File: src/rtl/sync_fifo_pkg.sv
// Shared defaults, count typedef and elaboration checks for sync_fifo_param.
package sync_fifo_pkg;

    localparam int unsigned DEFAULT_WIDTH = 8;
    localparam int unsigned DEFAULT_PTR   = 4;

    // Count type for the default geometry: 0..DEPTH needs PTR+1 bits.
    typedef logic [DEFAULT_PTR:0] usedw_t;

    function automatic bit depth_ok(input int unsigned depth, input int unsigned ptr);
        return (ptr >= 1) && (ptr < 31) && (depth == (32'd1 << ptr));
    endfunction

    function automatic bit levels_ok(input int unsigned af_level,
                                     input int unsigned ae_level,
                                     input int unsigned depth);
        return (af_level >= 1) && (af_level <= depth) && (ae_level < depth);
    endfunction

endpackage

File: src/rtl/sync_fifo_param_mem.sv
// Register-array storage: one synchronous write port, one asynchronous read port.
module fifo_mem_2p #(
    parameter int unsigned WIDTH = 8,
    parameter int unsigned DEPTH = 16,
    parameter int unsigned AW    = 4
) (
    input  logic             clk,
    input  logic             we,
    input  logic [AW-1:0]    waddr,
    input  logic [WIDTH-1:0] wdata,
    input  logic [AW-1:0]    raddr,
    output logic [WIDTH-1:0] rdata
);

    logic [WIDTH-1:0] mem [DEPTH];

    // Contents are deliberately not reset; only pointers/count define validity.
    always_ff @(posedge clk) begin
        if (we) begin
            mem[waddr] <= wdata;
        end
    end

    assign rdata = mem[raddr];

endmodule

File: src/rtl/sync_fifo_param.sv
// Single-clock parametrised FIFO with exact registered count, thresholds, flush
// and sticky error flags. Define SYNC_FIFO_SHOWAHEAD_EN for show-ahead reads.
module sync_fifo_param
    import sync_fifo_pkg::*;
#(
    parameter int unsigned WIDTH    = DEFAULT_WIDTH,
    parameter int unsigned PTR      = DEFAULT_PTR,
    parameter int unsigned DEPTH    = 2 ** PTR,
    parameter int unsigned AF_LEVEL = 12,
    parameter int unsigned AE_LEVEL = 2
) (
    input  logic             clk,
    input  logic             reset,
    input  logic             flush,
    input  logic             wren,
    input  logic [WIDTH-1:0] datain,
    input  logic             rden,
    output logic [WIDTH-1:0] dataout,
    output logic             wrfull,
    output logic             rdempty,
    output logic             almost_full,
    output logic             almost_empty,
    output logic [PTR:0]     usedw,
    output logic             overflow,
    output logic             underflow
);

    localparam int unsigned CW = PTR + 1;

    generate
        if (!depth_ok(DEPTH, PTR)) begin : g_bad_depth
            $fatal(1, "sync_fifo_param: DEPTH must equal 2**PTR");
        end
        if (!levels_ok(AF_LEVEL, AE_LEVEL, DEPTH)) begin : g_bad_levels
            $fatal(1, "sync_fifo_param: AF_LEVEL/AE_LEVEL out of range");
        end
    endgenerate

    logic [PTR-1:0]   wr_ptr;
    logic [PTR-1:0]   rd_ptr;
    logic [CW-1:0]    usedw_nxt_c;
    logic             wr_acc_c;
    logic             rd_acc_c;
    logic             mem_we_c;
    logic [WIDTH-1:0] mem_rdata;

    // Acceptance is judged on the registered full/empty flags only.
    always_comb begin
        wr_acc_c    = wren & ~wrfull;
        rd_acc_c    = rden & ~rdempty;
        mem_we_c    = wr_acc_c & ~reset & ~flush;
        usedw_nxt_c = usedw;
        if (wr_acc_c && !rd_acc_c) begin
            usedw_nxt_c = usedw + CW'(1);
        end else if (rd_acc_c && !wr_acc_c) begin
            usedw_nxt_c = usedw - CW'(1);
        end
    end

    fifo_mem_2p #(
        .WIDTH (WIDTH),
        .DEPTH (DEPTH),
        .AW    (PTR)
    ) u_mem (
        .clk   (clk),
        .we    (mem_we_c),
        .waddr (wr_ptr),
        .wdata (datain),
        .raddr (rd_ptr),
        .rdata (mem_rdata)
    );

    // Pointers, count and status; flags always track the count being loaded.
    always_ff @(posedge clk) begin
        if (reset || flush) begin
            wr_ptr       <= '0;
            rd_ptr       <= '0;
            usedw        <= '0;
            rdempty      <= 1'b1;
            wrfull       <= 1'b0;
            almost_empty <= 1'b1;
            almost_full  <= 1'b0;
            overflow     <= 1'b0;
            underflow    <= 1'b0;
        end else begin
            if (wr_acc_c) begin
                wr_ptr <= wr_ptr + PTR'(1);
            end
            if (rd_acc_c) begin
                rd_ptr <= rd_ptr + PTR'(1);
            end
            usedw        <= usedw_nxt_c;
            rdempty      <= (usedw_nxt_c == '0);
            wrfull       <= (usedw_nxt_c == CW'(DEPTH));
            almost_empty <= (usedw_nxt_c <= CW'(AE_LEVEL));
            almost_full  <= (usedw_nxt_c >= CW'(AF_LEVEL));
            if (wren && wrfull) begin
                overflow <= 1'b1;
            end
            if (rden && rdempty) begin
                underflow <= 1'b1;
            end
        end
    end

`ifdef SYNC_FIFO_SHOWAHEAD_EN
    // Head word presented directly; rden acts as the pop acknowledge.
    assign dataout = mem_rdata;
`else
    // Registered read; flush leaves the last word in place.
    always_ff @(posedge clk) begin
        if (reset) begin
            dataout <= '0;
        end else if (!flush && rd_acc_c) begin
            dataout <= mem_rdata;
        end
    end
`endif

endmodule

File: config.mk
export PLATFORM = sky130hd
export DESIGN_NAME = sync_fifo_param
export DESIGN_NICKNAME = d
export VERILOG_FILES = /design/src/rtl/sync_fifo_pkg.sv /design/src/rtl/sync_fifo_param_mem.sv /design/src/rtl/sync_fifo_param.sv
export SDC_FILE = /design/constraint.sdc
export NUM_CORES = 1
export LEC_CHECK = 0
export CAP_MARGIN = 20
export CORE_ASPECT_RATIO = 0.6
export CORE_UTILIZATION = 55
export DETAILED_ROUTE_END_ITERATION = 10
export DONT_BUFFER_PORTS = 1
export PLACE_DENSITY_LB_ADDON = 0.05
export SETUP_SLACK_MARGIN = 0.3
export SYNTH_ARGS = -nofsm -noshare
export SYNTH_HDL_FRONTEND = slang
export SYNTH_SLANG_ARGS = --single-unit
File: constraint.sdc
create_clock -name clk -period 3 [get_ports clk]
set_input_delay 0.6 -clock clk [delete_from_list [all_inputs] [get_ports clk]]
set_output_delay 0.6 -clock clk [all_outputs]
set_load 0.005 [all_outputs]
### Word-level counts from Yosys, hierarchy flattened

Memories as Yosys holds them, arrays and structs flattened. A register that Yosys moved wholly into a read port is not among the register bits.
Cells that the tools add are included.

* flip-flop bits (word level): 19
* bits in latches: 0
* RAM bits: 128
* ROM bits: 0
* bits of input ports: 13
* output and inout bits: 19
* logic and storage cells: 39
* memories: 1

* $add $sub $neg: 4
* $mul: 0
* divide/modulo/power cells: 0
* order comparisons: 2
* equality and inequality tests: 1
* shift operators: 0
* mux-type cells: 4
* bitwise logic cells: 8
* reduce and logical (&&, ||, !) cells: 10

Memories
* u_mem.mem: words 16, width 8, read ports 1, clocked after memory_dff 1, wr ports 1, RTL line sync_fifo_param_mem.sv:15 `logic [WIDTH-1:0] mem [DEPTH];`

Operator list (count)
* $mux W5: 2
* $add A4 B1 Y4 const B: 2
* $add A5 B1 Y5 const B: 1
* $eq A5 B5 Y1 const B: 1
* $ge A5 B4 Y1 const B: 1
* $le A5 B2 Y1 const B: 1
* $logic_and A1 B1 Y1: 5
* $logic_not A5 Y1: 1
* $sub A5 B1 Y5 const B: 1
* $and A1 B1 Y1: 4
* $not A1 Y1: 4
* $logic_not A1 Y1: 3
* $mux W1: 2
* $logic_or A1 B1 Y1: 1

### Longest topological paths before layout

* depth in word-level cells: 7
* gate-level depth with buffers: 8
* gate-level depth less buffers: 6

### Modules after synthesis

From an unflattened synthesis, not the netlist that was laid out.

* cell total of the unflattened synthesis: 359
* area total of the unflattened synthesis: 6167.2 um^2

Modules (own cells, without submodules)
* fifo_mem_2p: instances 1, cells an instance 221, area an instance 4987.3 um^2, seq. area each 3843.7 um^2
* sync_fifo_param: instances 1, cells an instance 138, area an instance 1179.9 um^2, seq. area each 540.5 um^2

### Least setup slack after synthesis

Ideal clock, no wire load.

* path type: input -> register
* from: input port reset
* to: memory u_mem.mem[1][0] (enable)
* setup time: 0.370 ns
* arrival: 1.753 ns
* data required time: 2.630 ns
* slack: 0.877 ns
* cell stages on the path: 4
* buffers on the path: 1
* path through: buf_4 -> or2_0 -> or3_1 -> nor2_1

* cells in the longest elaborated chain, start to end: 5

RTL lines
* start: declaration: RTL line sync_fifo_param.sv:13 `input logic reset,`
* $not A1 Y1: RTL line sync_fifo_param.sv:51 `mem_we_c = wr_acc_c & ~reset & ~flush;`
* $and A1 B1 Y1 (2 in series): RTL line sync_fifo_param.sv:51
* $mux W1: RTL line sync_fifo_param_mem.sv:19 `if (we) begin`
* $mux W1 (not written as such): RTL line sync_fifo_param_mem.sv:20 `mem[waddr] <= wdata;`
* end: declaration: RTL line sync_fifo_param_mem.sv:15

No other way between the ends.

==> run_summary.xml <==
<?xml version="1.0" encoding="UTF-8"?>
<metrics>
  <group name="setup_path">
    <metric name="critical_path.endpoint_type" unit="">flop</metric>
    <metric name="setup.worst_path.class" unit="">reg -&gt; reg</metric>
    <metric name="cpLargestDelayFamily" unit="">compound AO/OA/AOI/OAI gates</metric>
    <metric name="data_required_time_of_the_critical_path" unit="ns">3.31</metric>
    <metric name="cpPeakStageDelay" unit="ns">0.58</metric>
    <metric name="crit_path_frequent_cell" unit="">sky130_fd_sc_hd__a21oi_1</metric>
    <metric name="worstPathCellList" unit="">buf_12 &gt; mux4_2 &gt; a22oi_1 &gt; a21oi_1 &gt; a21oi_1 &gt; nor2_1</metric>
    <metric name="timing.critical_path.slowest_stage_cell" unit="">sky130_fd_sc_hd__dfxtp_2</metric>
    <metric name="cp-start-kind" unit="">flop</metric>
    <metric name="critPathArrivalTime" unit="ns">2.44</metric>
    <metric name="worst-path-max-fanout" unit="">24</metric>
    <metric name="cp_num_buf_inv" unit="">1</metric>
  </group>
  <group name="routing">
    <metric name="vias" unit="">3127</metric>
    <metric name="drc" unit="">4</metric>
    <metric name="post_drt_wl_per_cell" unit="µm">22.57</metric>
    <metric name="viasPerCell" unit="">5.979</metric>
    <metric name="totalWireLength" unit="mm">11.81</metric>
    <metric name="drt_iter0_markers" unit="">255</metric>
    <metric name="ant_nets" unit="">0</metric>
    <metric name="detail_route.first_pass.iterations" unit="">10</metric>
  </group>
  <group name="synthesis">
    <metric name="post_synth_instance_area" unit="mm²">0.006192</metric>
    <metric name="mappedNetlistNets" unit="">373</metric>
    <metric name="count_of_unique_library_cells_instantiated_by_yosys" unit="">42</metric>
    <metric name="syn_inst" unit="">353</metric>
    <metric name="syn_avg_cell_area" unit="µm²">17.54</metric>
    <metric name="sequential_element_share_of_the_synthesized_area" unit="%">70.80</metric>
    <metric name="synth_ff_type" unit="">sky130_fd_sc_hd__edfxtp_1</metric>
    <metric name="ys_seq_elements" unit="">155</metric>
    <metric name="yosys_warnings" unit="">0</metric>
    <metric name="post_synth_arst_share" unit="%">0</metric>
    <metric name="synth-edff-count" unit="">128</metric>
  </group>
  <group name="cells_and_area">
    <metric name="utilization" unit="%">64.59</metric>
    <metric name="finish.net_count" unit="">391</metric>
    <metric name="syn2layout_area_growth" unit="%">12.02</metric>
    <metric name="final_area" unit="mm²">0.006937</metric>
    <metric name="n_antenna_cell" unit="">0</metric>
    <metric name="final_layout_size_suffix_gt1_share" unit="%">17.71</metric>
    <metric name="top_library_cells_by_usage_in_the_layout_fill_and_taps_aside" unit="">sky130_fd_sc_hd__edfxtp_1, sky130_fd_sc_hd__nor2_1, sky130_fd_sc_hd__dfxtp_1</metric>
    <metric name="final_common_cell" unit="">sky130_fd_sc_hd__edfxtp_1</metric>
  </group>
  <group name="sta">
    <metric name="timing.final.crit_share" unit="%">71.10</metric>
    <metric name="min_period" unit="ns">2.133</metric>
    <metric name="grt_setup_unrepaired" unit="">false</metric>
    <metric name="hold_viol" unit="">0</metric>
    <metric name="final-setup-viol-count" unit="">0</metric>
    <metric name="relSlewSlack" unit="%">46.98</metric>
    <metric name="clock.fmax" unit="GHz">0.4688</metric>
    <metric name="final.setup.worst_slack" unit="ns">0.8671</metric>
    <metric name="clock_skew" unit="ns">0.009490</metric>
    <metric name="worstMarginPinSlew" unit="ns">0.7924</metric>
    <metric name="setup_tns" unit="ns">0</metric>
    <metric name="report.final.slew_viol_count" unit="">0</metric>
  </group>
  <group name="global_routing">
    <metric name="grt_start_max_net_pins" unit="">34</metric>
    <metric name="grt_pass1_wl" unit="mm">18.47</metric>
    <metric name="remaining_global_route_overflow" unit="">0</metric>
    <metric name="grtUsageTotal" unit="%">22.21</metric>
    <metric name="antenna_found_initial" unit="">0</metric>
    <metric name="grt_pass1_vias" unit="">3110</metric>
  </group>
  <group name="clocking">
    <metric name="cts_resized" unit="">0</metric>
    <metric name="cts_setup_buffers" unit="">0</metric>
    <metric name="cts_root_buf" unit="">sky130_fd_sc_hd__clkbuf_16</metric>
    <metric name="postCtsHoldBufs" unit="">0</metric>
    <metric name="cts_max_level" unit="">4</metric>
    <metric name="cts.reportedPaths.clkPinSlew" unit="ns">0.06</metric>
    <metric name="clock_path_buffers" unit="">2</metric>
    <metric name="numCtsBuffers" unit="">17</metric>
    <metric name="clock_insertion_delay_worst_skew" unit="ns">0.41</metric>
    <metric name="cts_tree" unit="">built</metric>
    <metric name="cts_sinks" unit="">155</metric>
  </group>
  <group name="pwr">
    <metric name="switching_power" unit="µW">887.1</metric>
    <metric name="sw_frac_of_total" unit="%">19.76</metric>
    <metric name="p_leak" unit="µW">0.002244</metric>
    <metric name="worst_voltage_drop_across_the_vdd_grid" unit="mV">0.3619</metric>
    <metric name="clock_power_share" unit="%">45.7</metric>
    <metric name="power_report.internal_total" unit="µW">3602</metric>
    <metric name="power_frac_comb" unit="%">1.9</metric>
    <metric name="pwr_density_cell" unit="mW/mm²">647.2</metric>
    <metric name="power.share.sequential" unit="%">52.4</metric>
  </group>
  <group name="floorplanning">
    <metric name="io-pin-count" unit="">32</metric>
    <metric name="die_height" unit="µm">84.19</metric>
    <metric name="die_x" unit="µm">139.0</metric>
    <metric name="start_util" unit="%">57.65</metric>
    <metric name="fp.dieArea" unit="mm²">0.01170</metric>
    <metric name="placementRows" unit="">29</metric>
    <metric name="floorplan.core_area" unit="mm²">0.01074</metric>
  </group>
  <group name="placed_design">
    <metric name="placed_area" unit="mm²">0.006361</metric>
    <metric name="buffer_ports.inserted" unit="">0</metric>
    <metric name="pre_cts_slack" unit="ns">0.6869</metric>
    <metric name="hpwlAfterDp" unit="mm">7.789</metric>
    <metric name="globalplace.congestion" unit="">0.7518</metric>
  </group>
  <group name="flow_run">
    <metric name="max_cap_viol_count" unit="">0</metric>
  </group>
  <group name="status">
    <metric name="failing_checks" unit="">DRC</metric>
    <metric name="outcome" unit="">finished, violations left</metric>
  </group>
  <group name="min_path">
    <metric name="timing.hold.worst.class" unit="">in -&gt; reg</metric>
  </group>
</metrics>
## path summary, 6_finish.rpt
check	slack, ns	endpoint	cells after the start	from
max	0.87	dataout[0]	6	rd_ptr[0]
min	0.25	dataout[0]	1	reset
max reg2reg	0.87	dataout[0]	6	rd_ptr[0]
min reg2reg	0.49	rd_ptr[1]	2	rd_ptr[1]
## area by class of cell
class                   count  area [µm²]
clock buffers              18       429.2
multi-input cells         177        1654
fillers                   734        3804
clock inverters            14       146.4
repair buffers             16       132.6
inverters                   4       15.01
well taps                 139       173.9
flip-flops and latches    155        4385
## stage by stage
step	power, µW	hold WS (ns)	cells
finish	4489	0.2547	523
CTS	4521	0.2383	523
global placement	2482	0.4678	491
detailed placement	2483	0.4800	491
floorplan	2466	0.4604	353
global route	4622	0.2413	523
## cell families (layout without fill, tap and decap cells)
group	Yosys count	count (layout)	synth area share, %
AND/OR/NAND/NOR	79	79	6.002
multiplexers	33	33	12.89
adder cells (fa/ha/maj)	7	7	1.414
buffers and inverters	21	52	2.485
XOR/XNOR	9	9	1.273
flip-flops	155	155	70.80
AO/OA/AOI/OAI	49	49	5.132
## per-layer routing
metal	track usage [%]	wire length (µm)
met2	30.99	5266
met5	0	0
met4	7.879	29
met1	34.22	5676
met3	5.533	833
## synthesized netlist by cell type (2+ instances only)
| master | instances | area, µm² |
|---|---|---|
| sky130_fd_sc_hd__nor2b_1 | 3 | 18.77 |
| sky130_fd_sc_hd__nor3_1 | 2 | 10.01 |
| sky130_fd_sc_hd__a22oi_1 | 16 | 120.1 |
| sky130_fd_sc_hd__nand4_1 | 3 | 18.77 |
| sky130_fd_sc_hd__xnor2_1 | 4 | 35.03 |
| sky130_fd_sc_hd__buf_6 | 3 | 33.78 |
| sky130_fd_sc_hd__o21ai_0 | 2 | 10.01 |
| sky130_fd_sc_hd__or3_1 | 3 | 18.77 |
| sky130_fd_sc_hd__dfxtp_1 | 27 | 540.5 |
| sky130_fd_sc_hd__nor2_1 | 38 | 142.6 |
| sky130_fd_sc_hd__a21oi_1 | 23 | 115.1 |
| sky130_fd_sc_hd__ha_1 | 7 | 87.58 |
| sky130_fd_sc_hd__xor2_1 | 5 | 43.79 |
| sky130_fd_sc_hd__buf_2 | 3 | 15.01 |
| sky130_fd_sc_hd__nand2_1 | 13 | 48.80 |
| sky130_fd_sc_hd__buf_4 | 5 | 37.54 |
| sky130_fd_sc_hd__mux4_2 | 15 | 337.8 |
| sky130_fd_sc_hd__nor2_2 | 2 | 12.51 |
| sky130_fd_sc_hd__and2_1 | 3 | 18.77 |
| sky130_fd_sc_hd__nand2b_1 | 2 | 12.51 |
| sky130_fd_sc_hd__inv_1 | 4 | 15.01 |
| sky130_fd_sc_hd__mux4_1 | 17 | 446.7 |
| sky130_fd_sc_hd__a211oi_1 | 2 | 15.01 |
| sky130_fd_sc_hd__edfxtp_1 | 128 | 3844 |
| sky130_fd_sc_hd__clkdlybuf4s25_2 | 2 | 20.02 |
| sky130_fd_sc_hd__o41ai_1 | 2 | 17.52 |
| sky130_fd_sc_hd__nand3_1 | 4 | 20.02 |
## power by group through the flow
stage	Combinational (µW)	Clock (µW)	Sequential, µW
2_1_floorplan	73.5	0	2390
3_3_place_gp	84.4	0	2400
3_5_place_dp	85.3	0	2400
4_1_cts	85.9	2080	2350
5_1_grt	95.5	2170	2350
6_report	85.9	2050	2350
## state kept, by name, indices dropped and copies added (netlist names)
signal        cells
rd_ptr            4
usedw             5
dataout           8
overflow          1
almost_empty      1
wr_ptr            4
u_mem.mem       128
wrfull            1
rdempty           1
almost_full       1
underflow         1
(Power assumes the default switching activity.)
